===== config.mk =====
export PLATFORM = sky130hd
export DESIGN_NAME = sfixed_mult_pipe
export DESIGN_NICKNAME = d
export VERILOG_FILES = /design/src/rtl/sfixed_mult_pipe.sv
export SDC_FILE = /design/constraint.sdc
export NUM_CORES = 1
export LEC_CHECK = 0
export ABC_AREA = 1
export BUFFER_PORTS_ARGS = -buffer_cell sky130_fd_sc_hd__buf_2
export CELL_PAD_IN_SITES_DETAIL_PLACEMENT = 0
export CELL_PAD_IN_SITES_GLOBAL_PLACEMENT = 2
export CORE_MARGIN = 5
export CORE_UTILIZATION = 36
export CTS_CLUSTER_DIAMETER = 60
export DETAILED_ROUTE_END_ITERATION = 8
export PLACE_DENSITY = 0.93
export SETUP_SLACK_MARGIN = 0.02
export SYNTH_ARGS = -nofsm -noshare
export SYNTH_HDL_FRONTEND = slang
export SYNTH_SLANG_ARGS = --single-unit

===== constraint.sdc =====
create_clock -name clk -period 5.17 [get_ports clk]
set_input_delay 0.517 -clock clk [delete_from_list [all_inputs] [get_ports clk]]
set_output_delay 0.517 -clock clk [all_outputs]
set_load 0.02 [all_outputs]

===== src/rtl/sfixed_mult_pipe.sv =====
// Multi-lane signed fixed-point multiplier with a stallable valid pipeline.
// Per-beat rounding (half up / truncate) and saturate/wrap to the output Q-format.
module sfixed_mult_pipe #(
    parameter int CHANNELS    = 3,
    parameter int A_LEFT      = 3,
    parameter int A_RIGHT     = 4,
    parameter int B_LEFT      = 3,
    parameter int B_RIGHT     = 4,
    parameter int OUT_LEFT    = 7,
    parameter int OUT_RIGHT   = 8,
    parameter int PIPE_STAGES = 2
) (
    input  logic                         clk,
    input  logic                         rst,
    input  logic                         in_valid,
    output logic                         in_ready,
    input  logic [CHANNELS*(A_LEFT+A_RIGHT+1)-1:0] a,
    input  logic [CHANNELS*(B_LEFT+B_RIGHT+1)-1:0] b,
    input  logic                         round_en,
    input  logic                         sat_en,
    output logic                         out_valid,
    input  logic                         out_ready,
    output logic [CHANNELS*(OUT_LEFT+OUT_RIGHT+1)-1:0] out,
    output logic [CHANNELS-1:0]          sat_flag,
    output logic [CHANNELS-1:0]          sat_sticky,
    input  logic                         sticky_clr
);

    localparam int A_W    = A_LEFT + A_RIGHT + 1;
    localparam int B_W    = B_LEFT + B_RIGHT + 1;
    localparam int O_W    = OUT_LEFT + OUT_RIGHT + 1;
    localparam int P_W    = A_W + B_W;
    localparam int D      = A_RIGHT + B_RIGHT - OUT_RIGHT;
    localparam int MID    = PIPE_STAGES - 1;
    localparam int S_W    = P_W + 1;
    localparam int X_W    = ((S_W > O_W) ? S_W : O_W) + 1;
    localparam int RND_SH = (D > 0) ? D - 1 : 0;

    localparam logic signed [S_W-1:0] RND_INC = (D > 0) ? (S_W'(1) << RND_SH) : '0;
    localparam logic signed [X_W-1:0] MAX_X   = {{(X_W-O_W+1){1'b0}}, {(O_W-1){1'b1}}};
    localparam logic signed [X_W-1:0] MIN_X   = {{(X_W-O_W+1){1'b1}}, {(O_W-1){1'b0}}};
    localparam logic [O_W-1:0]        MAX_O   = {1'b0, {(O_W-1){1'b1}}};
    localparam logic [O_W-1:0]        MIN_O   = {1'b1, {(O_W-1){1'b0}}};

    typedef logic signed [P_W-1:0] prod_t;

    // Stages 1..MID carry raw products; the final stage carries formatted results.
    logic [MID-1:0]  vld_d, vld_q;
    logic [MID-1:0]  rnd_d, rnd_q;
    logic [MID-1:0]  sat_d, sat_q;
    prod_t           prod_d [MID][CHANNELS];
    prod_t           prod_q [MID][CHANNELS];

    logic                             out_valid_d, out_valid_q;
    logic [CHANNELS-1:0][O_W-1:0]     res_d, res_q;
    logic [CHANNELS-1:0]              flag_d, flag_q;
    logic [CHANNELS-1:0]              sticky_d, sticky_q;
    logic                             adv;

    logic signed [A_W-1:0] a_l;
    logic signed [B_W-1:0] b_l;
    logic signed [S_W-1:0] r_v;
    logic signed [S_W-1:0] s_v;
    logic signed [X_W-1:0] x_v;

    always_comb begin
        adv         = !out_valid_q || out_ready;
        vld_d       = vld_q;
        rnd_d       = rnd_q;
        sat_d       = sat_q;
        prod_d      = prod_q;
        out_valid_d = out_valid_q;
        res_d       = res_q;
        flag_d      = flag_q;
        a_l         = '0;
        b_l         = '0;
        r_v         = '0;
        s_v         = '0;
        x_v         = '0;

        if (adv) begin
            vld_d[0] = in_valid;
            rnd_d[0] = round_en;
            sat_d[0] = sat_en;
            for (int ch = 0; ch < CHANNELS; ch++) begin
                a_l = a[ch*A_W +: A_W];
                b_l = b[ch*B_W +: B_W];
                prod_d[0][ch] = prod_t'(a_l) * prod_t'(b_l);
            end

            for (int s = 1; s < MID; s++) begin
                vld_d[s]  = vld_q[s-1];
                rnd_d[s]  = rnd_q[s-1];
                sat_d[s]  = sat_q[s-1];
                prod_d[s] = prod_q[s-1];
            end

            out_valid_d = vld_q[MID-1];
            for (int ch = 0; ch < CHANNELS; ch++) begin
                // One extra bit so the rounding increment can never overflow.
                r_v = {prod_q[MID-1][ch][P_W-1], prod_q[MID-1][ch]};
                if (rnd_q[MID-1]) begin
                    r_v = r_v + RND_INC;
                end
                s_v = r_v >>> D;
                x_v = {{(X_W-S_W){s_v[S_W-1]}}, s_v};
                if (sat_q[MID-1] && (x_v > MAX_X)) begin
                    res_d[ch]  = MAX_O;
                    flag_d[ch] = 1'b1;
                end else if (sat_q[MID-1] && (x_v < MIN_X)) begin
                    res_d[ch]  = MIN_O;
                    flag_d[ch] = 1'b1;
                end else begin
                    res_d[ch]  = x_v[O_W-1:0];
                    flag_d[ch] = 1'b0;
                end
            end
        end

        // A new saturation on the handshake beats a simultaneous clear.
        sticky_d = (sticky_q & ~{CHANNELS{sticky_clr}})
                 | ((out_valid_q && out_ready) ? flag_q : '0);
    end

    always_ff @(posedge clk) begin
        if (rst) begin
            vld_q       <= '0;
            rnd_q       <= '0;
            sat_q       <= '0;
            for (int s = 0; s < MID; s++) begin
                for (int ch = 0; ch < CHANNELS; ch++) begin
                    prod_q[s][ch] <= '0;
                end
            end
            out_valid_q <= 1'b0;
            res_q       <= '0;
            flag_q      <= '0;
            sticky_q    <= '0;
        end else begin
            vld_q       <= vld_d;
            rnd_q       <= rnd_d;
            sat_q       <= sat_d;
            prod_q      <= prod_d;
            out_valid_q <= out_valid_d;
            res_q       <= res_d;
            flag_q      <= flag_d;
            sticky_q    <= sticky_d;
        end
    end

    assign in_ready   = adv;
    assign out_valid  = out_valid_q;
    assign out        = res_q;
    assign sat_flag   = flag_q;
    assign sat_sticky = sticky_q;

endmodule


==> metrics.md <==
| Metric | Value |
|---|---|
| Initial core utilization | between 30 and 40% |
| Reg2reg start | out_valid$_SDFFE_PP0P_ |
| CP startpoint | b[15] |
| Peak VDD IR | 0.1665 mV |
| Synth Cell Area | 0.01192 mm² |
| Switching share of power | between 40% and 50% |
| First-pass detailed-route iteration total | 5 |
| #FFs+latches synth | 104 |
| Final Max Slew Viols | 0 |
| R2R setup slack | around 3.1 ns |
| Crit end category | flop |
| Std cell rows | 66 |
| Leak | 7.876 nW |
| Psw | 2.804 mW |
| CP required | ~5.4 ns |
| Final WL | 26730 µm |
| Register area share after synthesis | 17.47% |
| Max Root-Sink Buffers | 2 |
| Die X | 191.9 µm |
| Vias per std cell | approximately 4.5 |
| Cts bufs inserted | 9 |
| Clock root buffer | clkbuf_16 |
| I/O Buffers | about 110 |
| Cells after Synth | 1634 |
| Slew @ Worst Pin | 0.8281 ns |
| Via Count | 9506 |
| DR DRC count | 0 |
| Worst hold path type | input pin to flop |
| Gate power share | 67.9% |
| Antenna violations before repair | 0 |
| Outcome | finished, final reports clean |
| Kind of critical path | input pin to flop |
| Placer Congestion | 0.7981 |
| Final Cycle Share | around 84% |
| Aggregate global routing overflow | 0 |
| CTS Hold Bufs | 0 |
| DRT iter0 DRCs | 420 |
| Area delta synth->final | 9.250% |
| Syn Nets | 1941 |
| Internal | 2.873 mW |
| Nets | 1986 |
| Die area | 0.03684 mm² |
| FMAX | 230.2 MHz |
| Async S/R FF share, synth | 0% |
| Max_cap viols | 0 |
| Number of enable flip-flop cells after synthesis | 0 |
| Slew HR | roughly 45% |
| CP arrival | between 4 and 5 ns |
| Setup violators final | 0 |
| Vias in the first global route | 9809 |
| Most common cell after layout, fill and taps aside | inv_1 |
| First-pass GRT wire length | 46330 µm |
| Synth warn | 0 |
| Hpwl dp | 21500 µm |
| Hold wc startpoint | rst |
| Main synth FF type | dfxtp_1 |
| CP max FO | 8 |
| Ant diodes | 0 |
| Sequential power share | between 10% and 20% |
| Post-DRT Antenna Nets | 0 |
| Chip height | approximately 190 µm |
| Layout cells sized above 1 | ~8.8% |
| Io pins | 111 |
| Dpl ws | between 0.4 and 0.5 ns |
| Clock share of power | 12.8% |
| Clk pin slew, worst setup/hold paths | ~0.070 ns |
| Clock Skew | 0.01196 ns |
| Syn_area_per_cell | ~7.3 µm² |
| Minimum clock period | 4.344 ns |
| Core Util, Final | between 30 and 40% |
| RSZ-0062 raised after global routing | false |
| Clock sink count | 104 |
| Core area | about 0.033 mm² |
| Final hold vios | 0 |
| Setup_tns | 0 ns |
| Most frequent cells in the layout | inv_1, nand2_1, nor2_1, fa_1, buf_2 |
| Pin count of the biggest net entering global routing | 80 |
| Power Dens Cells | 436.1 mW/mm² |
| CP Launch Type | input pin |
| Post-cts sizing count | 0 |
| Distinct cells, synth | 30 |
| DR WL/cell | 12.57 µm |
| Number of post-CTS setup repair buffers | 0 |
| CTS tree | built |
| Clock Latency Late Sink | 0.36 ns |
| GR Util All Layers | around 15% |
| H-tree levels | 3 |
| Final WS setup | 0.8256 ns |
kinds of logic (layout without fill, tap and decap cells):
group	count (synthesis)	in the layout	synth area share, %
XOR/XNOR	26	26	1.911
AO/OA/AOI/OAI	167	167	7.738
AND/OR/NAND/NOR	557	557	19.07
adder cells (fa/ha/maj)	252	252	36.85
buffers and inverters	528	578	16.96
flip-flops	104	104	17.47
cells in the mapped netlist, types with 2 or more instances:
cell type  count  area (µm²)
inv_1        450        1689
nand2_1      289        1085
nor2_1       179       671.9
fa_1         165        3303
dfxtp_1      104        2082
o21ai_0       95       475.5
ha_1          87        1089
clkbuf_1      63       236.5
nand3_1       53       265.3
a21oi_1       34       170.2
o21bai_1      18       135.1
xor2_1        16       140.1
buf_2         11       55.05
xnor2_1       10       87.58
or2_0          8       50.05
o21ai_1        7       35.03
a21o_1         6       45.04
a21oi_2        6       52.55
nand4_1        6       37.54
or2_1          5       31.28
nand2_2        4       25.02
nand3_2        4       40.04
nand3b_1       4       30.03
or2_2          3       18.77
buf_6          2       22.52
final timing paths:
check                                  to  cells past startpoint
hold reg to reg        vld_q$_SDFFE_PP0P_                      2
setup reg to reg  prod_q[39]$_SDFFE_PP0P_                      7
setup / recovery  prod_q[30]$_SDFFE_PP0P_                     19
hold / removal     out_valid$_SDFFE_PP0P_                      2
registers in the layout, summed over array words and instances (netlist names):
| name | cells |
|---|---|
| sat_flag | 3 |
| out | 48 |
| vld_q | 1 |
| out_valid | 1 |
| prod_q | 48 |
| sat_sticky | 3 |
critical path, cell delays in order:
cell	delay, ns
buf_2	0.11
inv_1	0.13
or2_2	0.32
fa_1	0.51
fa_1	0.54
inv_1	0.05
fa_1	0.52
inv_1	0.05
fa_1	0.52
inv_1	0.04
ha_1	0.34
a21oi_1	0.24
nor2_1	0.10
o21ai_0	0.24
nand3_1	0.11
nand2_1	0.07
nand3_1	0.06
nand2_1	0.09
inv_1	0.04
power groups by stage:
stage / Clock (mW) / Sequential [mW] / Combinational (mW)
4_1_cts: 0.755 / 1.09 / 3.95
5_1_grt: 0.782 / 1.11 / 4.60
6_report: 0.729 / 1.09 / 3.86
2_1_floorplan: 0 / 1.17 / 3.01
3_5_place_dp: 0 / 1.11 / 3.92
3_3_place_gp: 0 / 1.11 / 3.88
per-stage QoR:
stage               instance area [µm²]  hold WS [ns]  power [mW]  std cells
floorplan                         11920        0.4297       4.176       1634
global placement                  12710        0.4394       4.989       2110
detailed placement                12710        0.4464       5.035       2110
CTS                               13020        0.3279       5.798       2126
global route                      13020        0.3379       6.494       2126
finish                            13020        0.3463       5.677       2126
layer usage:
metal / routed length (µm) / track usage (%)
met1: 12350 / 20.36
met2: 12840 / 26.24
met3: 1286 / 3.181
met4: 257 / 2.072
met5: 0 / 0
cell type report:
class                           count  area [µm²]
Fill cell                        3464       19600
Inverter                          451        1695
Timing Repair Buffer              111       563.0
Tap cell                          442       553.0
Multi-Input combinational cell   1002        7814
Sequential cell                   104        2082
Clock inverter                      7       86.33
Clock buffer                        9       225.2
(Power assumes the default switching activity.)
